## src/rtl/rect_plotter_if.sv

```systemverilog
// rtl/rect_plotter_if.sv - command/pixel bundle between draw control and rect_plotter
interface rect_plotter_if #(
    parameter int X_W  = 8,
    parameter int Y_W  = 7,
    parameter int SZ_W = 4
);
    logic            start;
    logic            abort;
    logic [X_W-1:0]  x0;
    logic [Y_W-1:0]  y0;
    logic [SZ_W-1:0] width;
    logic [SZ_W-1:0] height;
    logic [2:0]      colour_in;
    logic            outline;
    logic            busy;
    logic            done;
    logic [X_W-1:0]  x_out;
    logic [Y_W-1:0]  y_out;
    logic [2:0]      colour_out;
    logic            plot;

    modport master (
        output start, abort, x0, y0, width, height, colour_in, outline,
        input  busy, done, x_out, y_out, colour_out, plot
    );

    modport slave (
        input  start, abort, x0, y0, width, height, colour_in, outline,
        output busy, done, x_out, y_out, colour_out, plot
    );
endinterface

```

## src/rtl/rect_plotter.sv

```systemverilog
// rtl/rect_plotter.sv - one-shot W x H rectangle rasteriser with outline, clipping and abort
// Emits one pixel per clock in raster order; clipped/skipped pixels still consume a cycle.
module rect_plotter #(
    parameter int X_W      = 8,
    parameter int Y_W      = 7,
    parameter int SZ_W     = 4,
    parameter int SCREEN_W = 160,
    parameter int SCREEN_H = 120
) (
    input  logic        clock,
    input  logic        reset,
    rect_plotter_if.slave bus
);
    typedef enum logic [1:0] {S_IDLE, S_DRAW, S_FIN} state_t;

    localparam logic [X_W:0]    SCR_W = (X_W+1)'(SCREEN_W);
    localparam logic [Y_W:0]    SCR_H = (Y_W+1)'(SCREEN_H);
    localparam logic [SZ_W-1:0] ONE   = SZ_W'(1);

    state_t          state_q;
    logic [X_W-1:0]  x0_q;
    logic [Y_W-1:0]  y0_q;
    logic [SZ_W-1:0] w_q;
    logic [SZ_W-1:0] h_q;
    logic            outline_q;
    logic [SZ_W-1:0] cx_q;
    logic [SZ_W-1:0] cy_q;
    logic            busy_q;
    logic            done_q;
    logic            plot_q;
    logic [X_W-1:0]  x_out_q;
    logic [Y_W-1:0]  y_out_q;
    logic [2:0]      colour_out_q;

    // Coordinates are one bit wider so that overflow past the screen is clipped, not wrapped.
    logic [X_W:0] px;
    logic [Y_W:0] py;
    logic         cx_last;
    logic         cy_last;
    logic         on_edge;
    logic         plot_d;

    assign px      = (X_W+1)'(x0_q) + (X_W+1)'(cx_q);
    assign py      = (Y_W+1)'(y0_q) + (Y_W+1)'(cy_q);
    assign cx_last = (cx_q == w_q - ONE);
    assign cy_last = (cy_q == h_q - ONE);
    assign on_edge = (cx_q == '0) || cx_last || (cy_q == '0) || cy_last;
    assign plot_d  = (px < SCR_W) && (py < SCR_H) && (!outline_q || on_edge);

    always_ff @(posedge clock or posedge reset) begin
        if (reset) begin
            state_q      <= S_IDLE;
            x0_q         <= '0;
            y0_q         <= '0;
            w_q          <= '0;
            h_q          <= '0;
            outline_q    <= 1'b0;
            cx_q         <= '0;
            cy_q         <= '0;
            busy_q       <= 1'b0;
            done_q       <= 1'b0;
            plot_q       <= 1'b0;
            x_out_q      <= '0;
            y_out_q      <= '0;
            colour_out_q <= '0;
        end else begin
            done_q <= 1'b0;
            plot_q <= 1'b0;
            if (busy_q && bus.abort) begin
                state_q <= S_IDLE;
                busy_q  <= 1'b0;
                cx_q    <= '0;
                cy_q    <= '0;
            end else begin
                case (state_q)
                    S_IDLE: begin
                        if (bus.start && !bus.abort) begin
                            x0_q         <= bus.x0;
                            y0_q         <= bus.y0;
                            w_q          <= bus.width;
                            h_q          <= bus.height;
                            outline_q    <= bus.outline;
                            colour_out_q <= bus.colour_in;
                            cx_q         <= '0;
                            cy_q         <= '0;
                            busy_q       <= 1'b1;
                            if (bus.width == '0 || bus.height == '0) begin
                                state_q <= S_FIN;
                            end else begin
                                state_q <= S_DRAW;
                            end
                        end
                    end
                    S_DRAW: begin
                        plot_q  <= plot_d;
                        x_out_q <= px[X_W-1:0];
                        y_out_q <= py[Y_W-1:0];
                        if (cx_last) begin
                            cx_q <= '0;
                            if (cy_last) begin
                                state_q <= S_FIN;
                            end else begin
                                cy_q <= cy_q + ONE;
                            end
                        end else begin
                            cx_q <= cx_q + ONE;
                        end
                    end
                    S_FIN: begin
                        done_q  <= 1'b1;
                        busy_q  <= 1'b0;
                        state_q <= S_IDLE;
                    end
                    default: state_q <= S_IDLE;
                endcase
            end
        end
    end

    assign bus.busy       = busy_q;
    assign bus.done       = done_q;
    assign bus.plot       = plot_q;
    assign bus.x_out      = x_out_q;
    assign bus.y_out      = y_out_q;
    assign bus.colour_out = colour_out_q;
endmodule

```

## src/flat_wrapper.sv

```systemverilog
// flat-port wrapper written by rule: the top's interface ports become plain ports
module rect_plotter_flat 
#(
    parameter int X_W      = 8,
    parameter int Y_W      = 7,
    parameter int SZ_W     = 4,
    parameter int SCREEN_W = 160,
    parameter int SCREEN_H = 120
)
  (clock, reset, bus_start, bus_abort, bus_x0, bus_y0, bus_width, bus_height, bus_colour_in, bus_outline, bus_busy, bus_done, bus_x_out, bus_y_out, bus_colour_out, bus_plot);
  rect_plotter_if #(.X_W(X_W), .Y_W(Y_W), .SZ_W(SZ_W)) bus_i ();
  input  logic clock;
  input  logic reset;
  input wire logic [$bits(bus_i.start)-1:0] bus_start;
  input wire logic [$bits(bus_i.abort)-1:0] bus_abort;
  input wire logic [$bits(bus_i.x0)-1:0] bus_x0;
  input wire logic [$bits(bus_i.y0)-1:0] bus_y0;
  input wire logic [$bits(bus_i.width)-1:0] bus_width;
  input wire logic [$bits(bus_i.height)-1:0] bus_height;
  input wire logic [$bits(bus_i.colour_in)-1:0] bus_colour_in;
  input wire logic [$bits(bus_i.outline)-1:0] bus_outline;
  output wire logic [$bits(bus_i.busy)-1:0] bus_busy;
  output wire logic [$bits(bus_i.done)-1:0] bus_done;
  output wire logic [$bits(bus_i.x_out)-1:0] bus_x_out;
  output wire logic [$bits(bus_i.y_out)-1:0] bus_y_out;
  output wire logic [$bits(bus_i.colour_out)-1:0] bus_colour_out;
  output wire logic [$bits(bus_i.plot)-1:0] bus_plot;
  assign bus_i.start = bus_start;
  assign bus_i.abort = bus_abort;
  assign bus_i.x0 = bus_x0;
  assign bus_i.y0 = bus_y0;
  assign bus_i.width = bus_width;
  assign bus_i.height = bus_height;
  assign bus_i.colour_in = bus_colour_in;
  assign bus_i.outline = bus_outline;
  assign bus_busy = bus_i.busy;
  assign bus_done = bus_i.done;
  assign bus_x_out = bus_i.x_out;
  assign bus_y_out = bus_i.y_out;
  assign bus_colour_out = bus_i.colour_out;
  assign bus_plot = bus_i.plot;
  rect_plotter #(.X_W(X_W), .Y_W(Y_W), .SZ_W(SZ_W), .SCREEN_W(SCREEN_W), .SCREEN_H(SCREEN_H)) u_core (.clock(clock), .reset(reset), .bus(bus_i));
endmodule
```

## config.mk

```make
export PLATFORM = sky130hd
export DESIGN_NAME = rect_plotter_flat
export DESIGN_NICKNAME = d
export VERILOG_FILES = /design/src/rtl/rect_plotter_if.sv /design/src/rtl/rect_plotter.sv /design/src/flat_wrapper.sv
export SDC_FILE = /design/constraint.sdc
export NUM_CORES = 1
export LEC_CHECK = 0
export ABC_CLOCK_PERIOD_IN_PS = 6200
export CAP_MARGIN = 10
export CORE_AREA = 2 2 92 94
export CTS_CLUSTER_DIAMETER = 40
export CTS_CLUSTER_SIZE = 12
export DETAILED_ROUTE_END_ITERATION = 16
export DIE_AREA = 0 0 94 96
export DONT_BUFFER_PORTS = 1
export GPL_TIMING_DRIVEN = 0
export PLACE_DENSITY = 0.47
export SYNTH_ARGS = -nofsm -noshare
export SYNTH_HDL_FRONTEND = slang
export SYNTH_SLANG_ARGS = --single-unit
```

## constraint.sdc

```tcl
create_clock -name clock -period 6.2 [get_ports clock]
set_input_delay 0.93 -clock clock [delete_from_list [all_inputs] [get_ports clock]]
set_output_delay 0.93 -clock clock [all_outputs]
set_load 0.02 [all_outputs]
```

==> results of run 1 <==
==> state kept, by name, summed over array words and instances (netlist names) <==
signal / cells
u_core.cy_q: 4
u_core.bus.plot: 1
u_core.y0_q: 7
u_core.h_q: 4
u_core.outline_q: 1
u_core.bus.colour_out: 3
u_core.x0_q: 8
u_core.bus.x_out: 8
u_core.state_q: 2
u_core.bus.busy: 1
u_core.cx_q: 4
u_core.w_q: 4
u_core.bus.done: 1
u_core.bus.y_out: 7
==> critical path, cell delays in order <==
cell,delay [ps]
nand2b_4,130
nor3_1,590
clkbuf_1,610
mux2_2,400
==> cells in the mapped netlist <==
cell | n | area share [%]
a211o_1 | 1 | 0.30
a211oi_1 | 1 | 0.26
a21boi_0 | 2 | 0.52
a21o_1 | 6 | 1.6
a21oi_1 | 9 | 1.6
a31o_2 | 1 | 0.30
a41oi_1 | 1 | 0.30
and2_1 | 2 | 0.43
and3_1 | 2 | 0.43
buf_4 | 1 | 0.26
buf_6 | 1 | 0.39
clkbuf_1 | 9 | 1.2
dfrtp_1 | 55 | 48
fa_1 | 2 | 1.4
ha_1 | 14 | 6.1
inv_1 | 11 | 1.4
inv_2 | 1 | 0.13
mux2_1 | 5 | 1.9
mux2_2 | 22 | 8.6
mux2i_1 | 2 | 0.69
nand2_1 | 26 | 3.4
nand2b_1 | 1 | 0.22
nand2b_4 | 1 | 0.48
nand3_1 | 8 | 1.4
nand3_2 | 1 | 0.35
nand3b_1 | 1 | 0.26
nand4_1 | 2 | 0.43
nor2_1 | 13 | 1.7
nor3_1 | 6 | 1.0
nor4_1 | 4 | 0.87
o2111ai_1 | 1 | 0.30
o21a_1 | 1 | 0.26
o21ai_0 | 16 | 2.8
o21ba_4 | 1 | 0.56
o311a_1 | 1 | 0.35
o311ai_0 | 1 | 0.30
o41ai_1 | 3 | 0.91
o41ai_2 | 1 | 0.56
or3_1 | 1 | 0.22
or3_4 | 1 | 0.39
xnor2_1 | 11 | 3.3
xnor3_1 | 2 | 1.6
xor2_1 | 10 | 3.0
==> power groups by stage <==
stage          Clock (mW)  Combinational [mW]  Sequential [mW]
6_report            0.230               0.694            0.731
5_1_grt             0.263               0.797            0.764
4_1_cts             0.242               0.708            0.738
3_5_place_dp            0               0.702            0.746
3_3_place_gp            0               0.689            0.740
2_1_floorplan           0               0.583            0.701
==> metal layers <==
| metal | vias up | share of wire (%) | track usage [%] |
|---|---|---|---|
| met2 | 33 | 47 | 23.75 |
| met5 | - | 0 | 0 |
| met3 | 5 | 3.7 | 3.446 |
| li1 | 925 | - | - |
| met4 | 0 | 1.2 | 3.986 |
| met1 | 909 | 48 | 18.73 |
==> cells by family after synthesis <==
logic type	count (synthesis)
buffers and inverters	23
AO/OA/AOI/OAI	46
AND/OR/NAND/NOR	69
multiplexers	29
flip-flops	55
adder cells (fa/ha/maj)	16
XOR/XNOR	23
==> cell type report <==
cell class              instances  share of cell area (%)
plain buffers                  11                   1.672
clock buffers                   6                   2.309
clock inverters                 1                  0.9554
inverters                      12                   1.433
multi-input cells             183                   45.02
flip-flops and latches         55                   43.79
well taps                     105                   4.180
repair buffers                  1                  0.6369
==> final timing paths <==
| kind | from | endpoint | slack (ps) | depth (start not counted) |
|---|---|---|---|---|
| max | bus_abort | u_core.outline_q$_DFFE_PP0P_ | 3720 | 4 |
| max in group asynchronous | reset | u_core.y0_q[4]$_DFFE_PP0P_ | 5090 | 2 |
| min reg2reg | u_core.x0_q[0]$_DFFE_PP0P_ | u_core.x0_q[0]$_DFFE_PP0P_ | 510 | 1 |
| min | u_core.x0_q[0]$_DFFE_PP0P_ | u_core.x0_q[0]$_DFFE_PP0P_ | 510 | 1 |
| min in group asynchronous | reset | u_core.w_q[1]$_DFFE_PP0P_ | 550 | 1 |
| max reg2reg | u_core.cx_q[0]$_DFFE_PP0P_ | u_core.bus.plot$_DFF_PP0_ | 3800 | 7 |
==> per-stage QoR <==
step | area [µm²] | hold WS (ps)
floorplan | 2889 | 462.3
global placement | 3020 | 486.6
detailed placement | 3040 | 496.4
CTS | 3143 | 520.4
global route | 3143 | 546.9
finish | 3143 | 511.0
==> results.cfg, run 1 <==
[status]
status = completed

[synth]
synth_top_family_by_area = simple AND/OR/NAND/NOR gates
synthCells = 261
synth_compound_area_share_pct = 10.83
yosys.area_share.simple_pct = 11.56
yosysWarnings = 0
syn_area_um2 = 2889
synth_nets = 308
synth_area_per_cell_um2 = 11.07
muxShareOfSynthArea_pct = 11.22
yosys.area_share.xor_xnor_pct = 7.926
synth-seq-cells = 55
yosysSeqAreaShare_pct = 47.64
synth_fa_ha_area_share_pct = 7.449
synth_cell_types = 43

[worst_setup_path]
critPathLaunchType = input port
critPathKind = in -> reg
cp-end-kind = flop
critPathMaxFanout = 10
crit_arrival_ps = 2670
required_ps = 6390

[sta]
skew_ps = 10.38
fin_ws_ps = 3718
finalCritPeriodShare_pct = 40.04
slew_viol_final = 0
rsz0062_at_grt = no
clock.fmax_mhz = 402.9
min_period_ps = 2482
finalSetupTns_ps = 0
worst_pin_slew_ps = 770.0
final_hold_viol_count = 0
setup_violations = 0
slew_headroom_pct = 48.27

[floorplan]
rows = 33
ios = 52
die_h_um = 96
die_x_um = 94
core_area_um2 = 8051
start_util_pct = 35.88
die_area_um2 = 9024

[global_route]
grt_overflow_total = 0
grt_pass1_vias = 1958
globalRouteTotalUtil_pct = 14.31
grt_max_degree = 33
grt_pass1_wl_mm = 9.942
antenna_found_initial = 0

[cts]
cts_buffers = 5
cts_hold_buf = 0
root_buffer = clkbuf_8
cts_resized = 0
cts_max_level = 2
post_cts_buffers = 0
cts_tree = yes
cts_sinks = 55
clock_path_buffers = 2
clock_latency_ps = 300
clk_pin_slew_ps = 100

[power_and_ir_drop]
power_density_nw_per_um2 = 526.7
combPwrFrac_pct = 41.9
p_leak_nw = 1.398
power.switching_uw = 669.0
p_seq_share_pct = 44.2
report.power.total_mw = 1.655
p_clk_share_pct = 13.9
switching_share_pct = 40.41
internal_power_uw = 986.4
peakVddDrop_v = 0.0001420

[drt]
finalWirelength_mm = 5.848
route.detailed.drc = 0
ant_nets = 0
via_count = 1872
drtIter0Drc = 38
vias_per_cell = 5.005
dr.pass1.iters = 4
wl_per_cell_um = 15.64

[final_layout]
layoutNonFillerInstCount = 374
regArea_um2 = 1376
layout_common_cells = 55 x dfrtp_1, 26 x nand2_1, 22 x mux2_2, 16 x o21ai_0, 14 x ha_1
area_delta_synth_final_pct = 8.792
fin_nets = 316
final_util_pct = 39.04
final_common_cell = dfrtp_1
multiInputGateArea_um2 = 1415
layout-drive-gt1-share_pct = 14.50
diodes = 0
fillers = 812

[place]
dp_hpwl_mm = 4.470
pre_cts_ws_ps = 3352
io_buffers = 0
gp_congestion = 0.6952
place_inst = 367

[hold_path]
hp-class = reg -> reg

[job]
maxCapViolations = 0
Note: power is estimated with default switching activity, not from simulation.
==> inputs of run 2 (changes only) <==
--- a/config.mk
+++ b/config.mk
@@ -5,7 +5,7 @@
 export SDC_FILE = /design/constraint.sdc
 export NUM_CORES = 1
 export LEC_CHECK = 0
-export ABC_CLOCK_PERIOD_IN_PS = 6200
+export ABC_CLOCK_PERIOD_IN_PS = 2000
 export CAP_MARGIN = 10
 export CORE_AREA = 2 2 92 94
 export CTS_CLUSTER_DIAMETER = 40
@@ -14,7 +14,7 @@
 export DIE_AREA = 0 0 94 96
 export DONT_BUFFER_PORTS = 1
 export GPL_TIMING_DRIVEN = 0
-export PLACE_DENSITY = 0.47
+export PLACE_DENSITY = 0.49
 export SYNTH_ARGS = -nofsm -noshare
 export SYNTH_HDL_FRONTEND = slang
 export SYNTH_SLANG_ARGS = --single-unit
==> constraint.sdc (replaced) <==
create_clock -name clock -period 2 [get_ports clock]
set_input_delay 0.3 -clock clock [delete_from_list [all_inputs] [get_ports clock]]
set_output_delay 0.3 -clock clock [all_outputs]
set_load 0.02 [all_outputs]
==> results.cfg, run 2 (synthesis results as in run 1) <==
[power_and_ir_drop]
power_density_nw_per_um2 = 1619
peakVddDrop_v = 0.0005427
p_leak_nw = 1.487

[cts]
root_buffer = clkbuf_8
clk_pin_slew_ps = 100
cts_max_level = 2
cts_buffers = 5
clock_latency_ps = 310
cts_tree = yes
clock_path_buffers = 2
cts_sinks = 55

[drt]
dr.pass1.iters = 4
finalWirelength_mm = 6.083
wl_per_cell_um = 15.60
via_count = 1935
drtIter0Drc = 62
ant_nets = 0
route.detailed.drc = 0
vias_per_cell = 4.962

[floorplan]
ios = 52
core_area_um2 = 8051
start_util_pct = 35.88
die_h_um = 96
die_x_um = 94
rows = 33
die_area_um2 = 9024

[final_layout]
regArea_um2 = 1386
fin_nets = 331
layout_common_cells = 47 x dfrtp_1, 26 x nand2_1, 22 x mux2_2, 15 x buf_4, 14 x o21ai_0
multiInputGateArea_um2 = 1551
fillers = 788
layout-drive-gt1-share_pct = 31.58
diodes = 0
area_delta_synth_final_pct = 17.67
final_common_cell = dfrtp_1

[global_route]
grt_pass1_wl_mm = 9.770
globalRouteTotalUtil_pct = 14.11
grt_pass1_vias = 2011
antenna_found_initial = 0
grt_overflow_total = 0
grt_max_degree = 42

[hold_path]
min-delay-start = bus_abort
hold-path-endpoint = u_core.bus.busy$_DFFE_PP0P_
hold_depth = 1
hp-class = in -> reg

[place]
gp_congestion = 0.7313
dp_hpwl_mm = 4.453
pre_cts_ws_ps = -262.4
io_buffers = 0

[sta]
min_period_ps = 1986
clock.fmax_mhz = 503.6
slew_viol_final = 0
setup_violations = 0
rsz0062_at_grt = yes
finalCritPeriodShare_pct = 99.29
skew_ps = 13.02
final_hold_viol_count = 0
fin_ws_ps = 14.26
slew_headroom_pct = 66.62
worst_pin_slew_ps = 496.1
whs_ps = 50.73

[worst_setup_path]
cp-end-kind = flop
critPathMaxFanout = 5
reg2reg_depth = 5
critPathLaunchType = flop
reg2reg_to = u_core.cy_q[2]$_DFFE_PP0P_
crit_arrival_ps = 2190
required_ps = 2210
r2r-start = u_core.cx_q[2]$_DFFE_PP0P_
rrSetupSlack_ps = 10
critPathKind = reg -> reg

[job]
maxCapViolations = 0

[status]
status = completed
## run 2: changes by cell type in the layout (fill, tap and decap cells not counted), sizes merged
| cell | before | now |
|---|---|---|
| buf | 3 | 18 |
| bufinv | 1 | 0 |
| clkbuf | 15 | 14 |
| clkinv | 0 | 1 |
| clkinvlp | 0 | 1 |
| dlygate4sd3 | 0 | 1 |
## run 2: through the flow
step	cell area [µm²]	TNS (ps)	power (mW)	cells	util (%)
2_1_floorplan	2895	-0.8900	3.987	261	-
3_3_place_gp	3027	-25980	4.434	366	37.59
3_5_place_dp	3047	-6133	4.491	367	37.84
4_1_cts	3247	-59.03	5.265	382	40.33
5_1_grt	3400	-160.2	5.994	390	42.22
6_report	3400	0	5.505	390	42.22
## run 2: worst max path at each step
stage                               startpoint                              endpoint  slack [ps]  depth (start not counted)
floorplan           u_core.cx_q[1]$_DFFE_PP0P_             u_core.bus.plot$_DFF_PP0_        -0.9                          6
global placement                         reset  u_core.bus.colour_out[2]$_DFFE_PP0P_        -370                          1
detailed placement  u_core.cx_q[0]$_DFFE_PP0P_             u_core.bus.plot$_DFF_PP0_        -260                          7
CTS                 u_core.cx_q[1]$_DFFE_PP0P_             u_core.bus.plot$_DFF_PP0_         -60                          6
global route        u_core.y0_q[0]$_DFFE_PP0P_             u_core.bus.plot$_DFF_PP0_         -80                          7
finish              u_core.cx_q[2]$_DFFE_PP0P_            u_core.cy_q[2]$_DFFE_PP0P_          10                          5
## run 2: critical path, stage by stage, from the launching register on
cell and delay [ps]:
dfrtp_2 450, xnor3_1 400, nand3_2 100, o21ba_4 230, or3_4 360, o41ai_2 350
## run 2: power by group
group	internal (mW)	total, mW	switching, mW
logic	1.36	2.65	1.29
registers	1.63	2.25	0.629
clock network	0.246	0.605	0.359
total	3.23	5.51	2.27
## run 2: final cells by class
cell class              count  area share, %
clock buffers               6          2.135
flip-flops and latches     55          40.78
plain buffers               9          1.251
repair buffers             18          4.637
clock inverters             2         0.3681
well taps                 105          3.865
inverters                  12          1.325
multi-input cells         183          45.64
## run 2: metal layers
| metal | global-route usage [%] | up-vias | share of wire, % |
|---|---|---|---|
| li1 | - | 956 | - |
| met1 | 18.05 | 943 | 45 |
| met2 | 24.17 | 30 | 50 |
| met3 | 3.367 | 6 | 4.0 |
| met4 | 3.623 | 0 | 1.1 |
| met5 | 0 | - | 0 |
## run 2: what timing repair did
item / 4_1_cts / 5_1_grt
pin swaps: 7 / 14
cloned: 0 / 0
setup buffers: 7 / 9
hold endpoints to repair: 14 / 0
setup endpoints to repair: 34 / 15
resized for setup: 17 / 25
hold buffers: 1 / 0
==> inputs of run 3 (changes only) <==
--- a/config.mk
+++ b/config.mk
@@ -6,7 +6,6 @@
 export NUM_CORES = 1
 export LEC_CHECK = 0
 export ABC_CLOCK_PERIOD_IN_PS = 2000
-export CAP_MARGIN = 10
 export CORE_AREA = 2 2 92 94
 export CTS_CLUSTER_DIAMETER = 40
 export CTS_CLUSTER_SIZE = 12
@@ -15,6 +14,7 @@
 export DONT_BUFFER_PORTS = 1
 export GPL_TIMING_DRIVEN = 0
 export PLACE_DENSITY = 0.49
+export REMOVE_ABC_BUFFERS = 1
 export SYNTH_ARGS = -nofsm -noshare
 export SYNTH_HDL_FRONTEND = slang
 export SYNTH_SLANG_ARGS = --single-unit
==> results.cfg, run 3 (synthesis results as in run 1) <==
[worst_setup_path]
cp_slowest_cell = dfrtp_2
cp-end-kind = flop
critPathLaunchType = flop
crit_path_max_incr_delay_ps = 440
cp_cell_sequence = ha_4, fa_2, a21o_1, a21oi_4, buf_6, nand3b_1, xor2_1, o21ai_1
critPathTopFamily = adder cells
critPathKind = reg -> reg
required_ps = 2200
critPathMaxFanout = 4
path_buf_inv = 1
crit_arrival_ps = 2160

[final_layout]
final_common_cell = dfrtp_1
diodes = 0
layout-drive-gt1-share_pct = 28.41
final_util_pct = 41.79
layoutNonFillerInstCount = 376
fin_nets = 317
layout_common_cells = 48 x dfrtp_1, 25 x nand2_1, 22 x mux2_2, 15 x o21ai_0, 13 x nor2_1
area_delta_synth_final_pct = 16.46

[cts]
cts_buffers = 5
root_buffer = clkbuf_8
cts_sinks = 55
clock_latency_ps = 320
cts_max_level = 2
clk_pin_slew_ps = 110
clock_path_buffers = 2
cts_tree = yes

[floorplan]
die_x_um = 94
ios = 52
die_h_um = 96
rows = 33
die_area_um2 = 9024
core_area_um2 = 8051
start_util_pct = 35.88

[sta]
clock.fmax_mhz = 511.7
fin_ws_ps = 45.70
finalCritPeriodShare_pct = 97.71
rsz0062_at_grt = yes
slew_viol_final = 0
slew_headroom_pct = 58.02
setup_violations = 0
whs_ps = 43.28
final_hold_viol_count = 0
skew_ps = 10.56
min_period_ps = 1954
worst_pin_slew_ps = 628.8

[global_route]
met3_usage_pct = 3.446
grt_max_degree = 29
grt_pass1_wl_mm = 9.411
globalRouteTotalUtil_pct = 13.50
grt_use_met2_pct = 23.33
grt_overflow_total = 0
use_met1_pct = 17.02
grt_pass1_vias = 1902
antenna_found_initial = 0
top_usage_layer = met2

[drt]
route.detailed.drc = 0
drtIter0Drc = 49
dr.pass1.iters = 4
wl_per_cell_um = 15.79
finalWirelength_mm = 5.936
via_count = 1893
ant_nets = 0
vias_per_cell = 5.035

[place]
dp_hpwl_mm = 4.166
gp_congestion = 0.7446
pre_cts_ws_ps = -644.1
io_buffers = 0
place_inst = 358

[power_and_ir_drop]
p_leak_nw = 1.445
peakVddDrop_v = 0.0004571
report.power.total_mw = 5.401
power_density_nw_per_um2 = 1605

[status]
status = completed

[job]
maxCapViolations = 0

[hold_path]
hp-class = in -> reg
[run 3: cell count changes in the layout (fill, tap and decap cells not counted), moves of 2 or more]
cell / delta
buf_4: -8
clkbuf_1: -5
clkbuf_2: -4
ha_4: +2
o41ai_1: +2
o41ai_2: -2
xor2_1: +2
xor2_2: -2
[run 3: final cells by class]
cell class	instances	area (µm²)
fill	772	4687
multi-input combinational	184	1594
sequential	55	1385
tap	105	131.4
timing repair buffer	12	116.4
clock buffer	5	68.82
inverter	12	45.04
clock inverter	3	23.77
[run 3: timing repair]
action | in CTS | in global routing
pin swaps | 4 | 12
endpoints found under the hold margin | 27 | 0
buffers inserted | 5 | 3
hold buffers | 1 | 0
cloned | 1 | 0
resized for setup | 13 | 24
setup endpoints to repair | 24 | 6
[run 3: metrics by stage]
stage | setup TNS, ps | instance area, µm²
after global routing | -98.60 | 3364
after floorplan | -27650 | 2836
final | 0 | 3364
after CTS | -47.17 | 3204
after global placement | -90030 | 2968
after detailed placement | -7583 | 3015
[run 3: routing by layer]
metal,share of wire [%],routed length [µm]
met3,3.0,181
met1,46,2739
met4,0.89,53
met2,50,2961
met5,0,0
[run 3: power by group]
| part | total, mW | internal [mW] | switching, mW | leakage, nW |
|---|---|---|---|---|
| logic | 2.37 | 1.24 | 1.13 | 0.732 |
| clock network | 0.653 | 0.254 | 0.399 | 0.0461 |
| registers | 2.38 | 1.62 | 0.755 | 0.667 |
[run 3: path summary, 6_finish.rpt]
kind / startpoint / end / slack, ps / cells after the start
min in group asynchronous: reset / u_core.x0_q[7]$_DFFE_PP0P_ / 520 / 2
max reg2reg: u_core.cx_q[0]$_DFFE_PP0P_ / u_core.bus.x_out[6]$_DFFE_PP0P_ / 50 / 8
min: bus_abort / u_core.bus.busy$_DFFE_PP0P_ / 40 / 1
max: u_core.cx_q[0]$_DFFE_PP0P_ / u_core.bus.x_out[6]$_DFFE_PP0P_ / 50 / 8
max in group asynchronous: reset / u_core.cx_q[1]$_DFFE_PP0P_ / 890 / 3
min reg2reg: u_core.x0_q[3]$_DFFE_PP0P_ / u_core.x0_q[3]$_DFFE_PP0P_ / 520 / 1
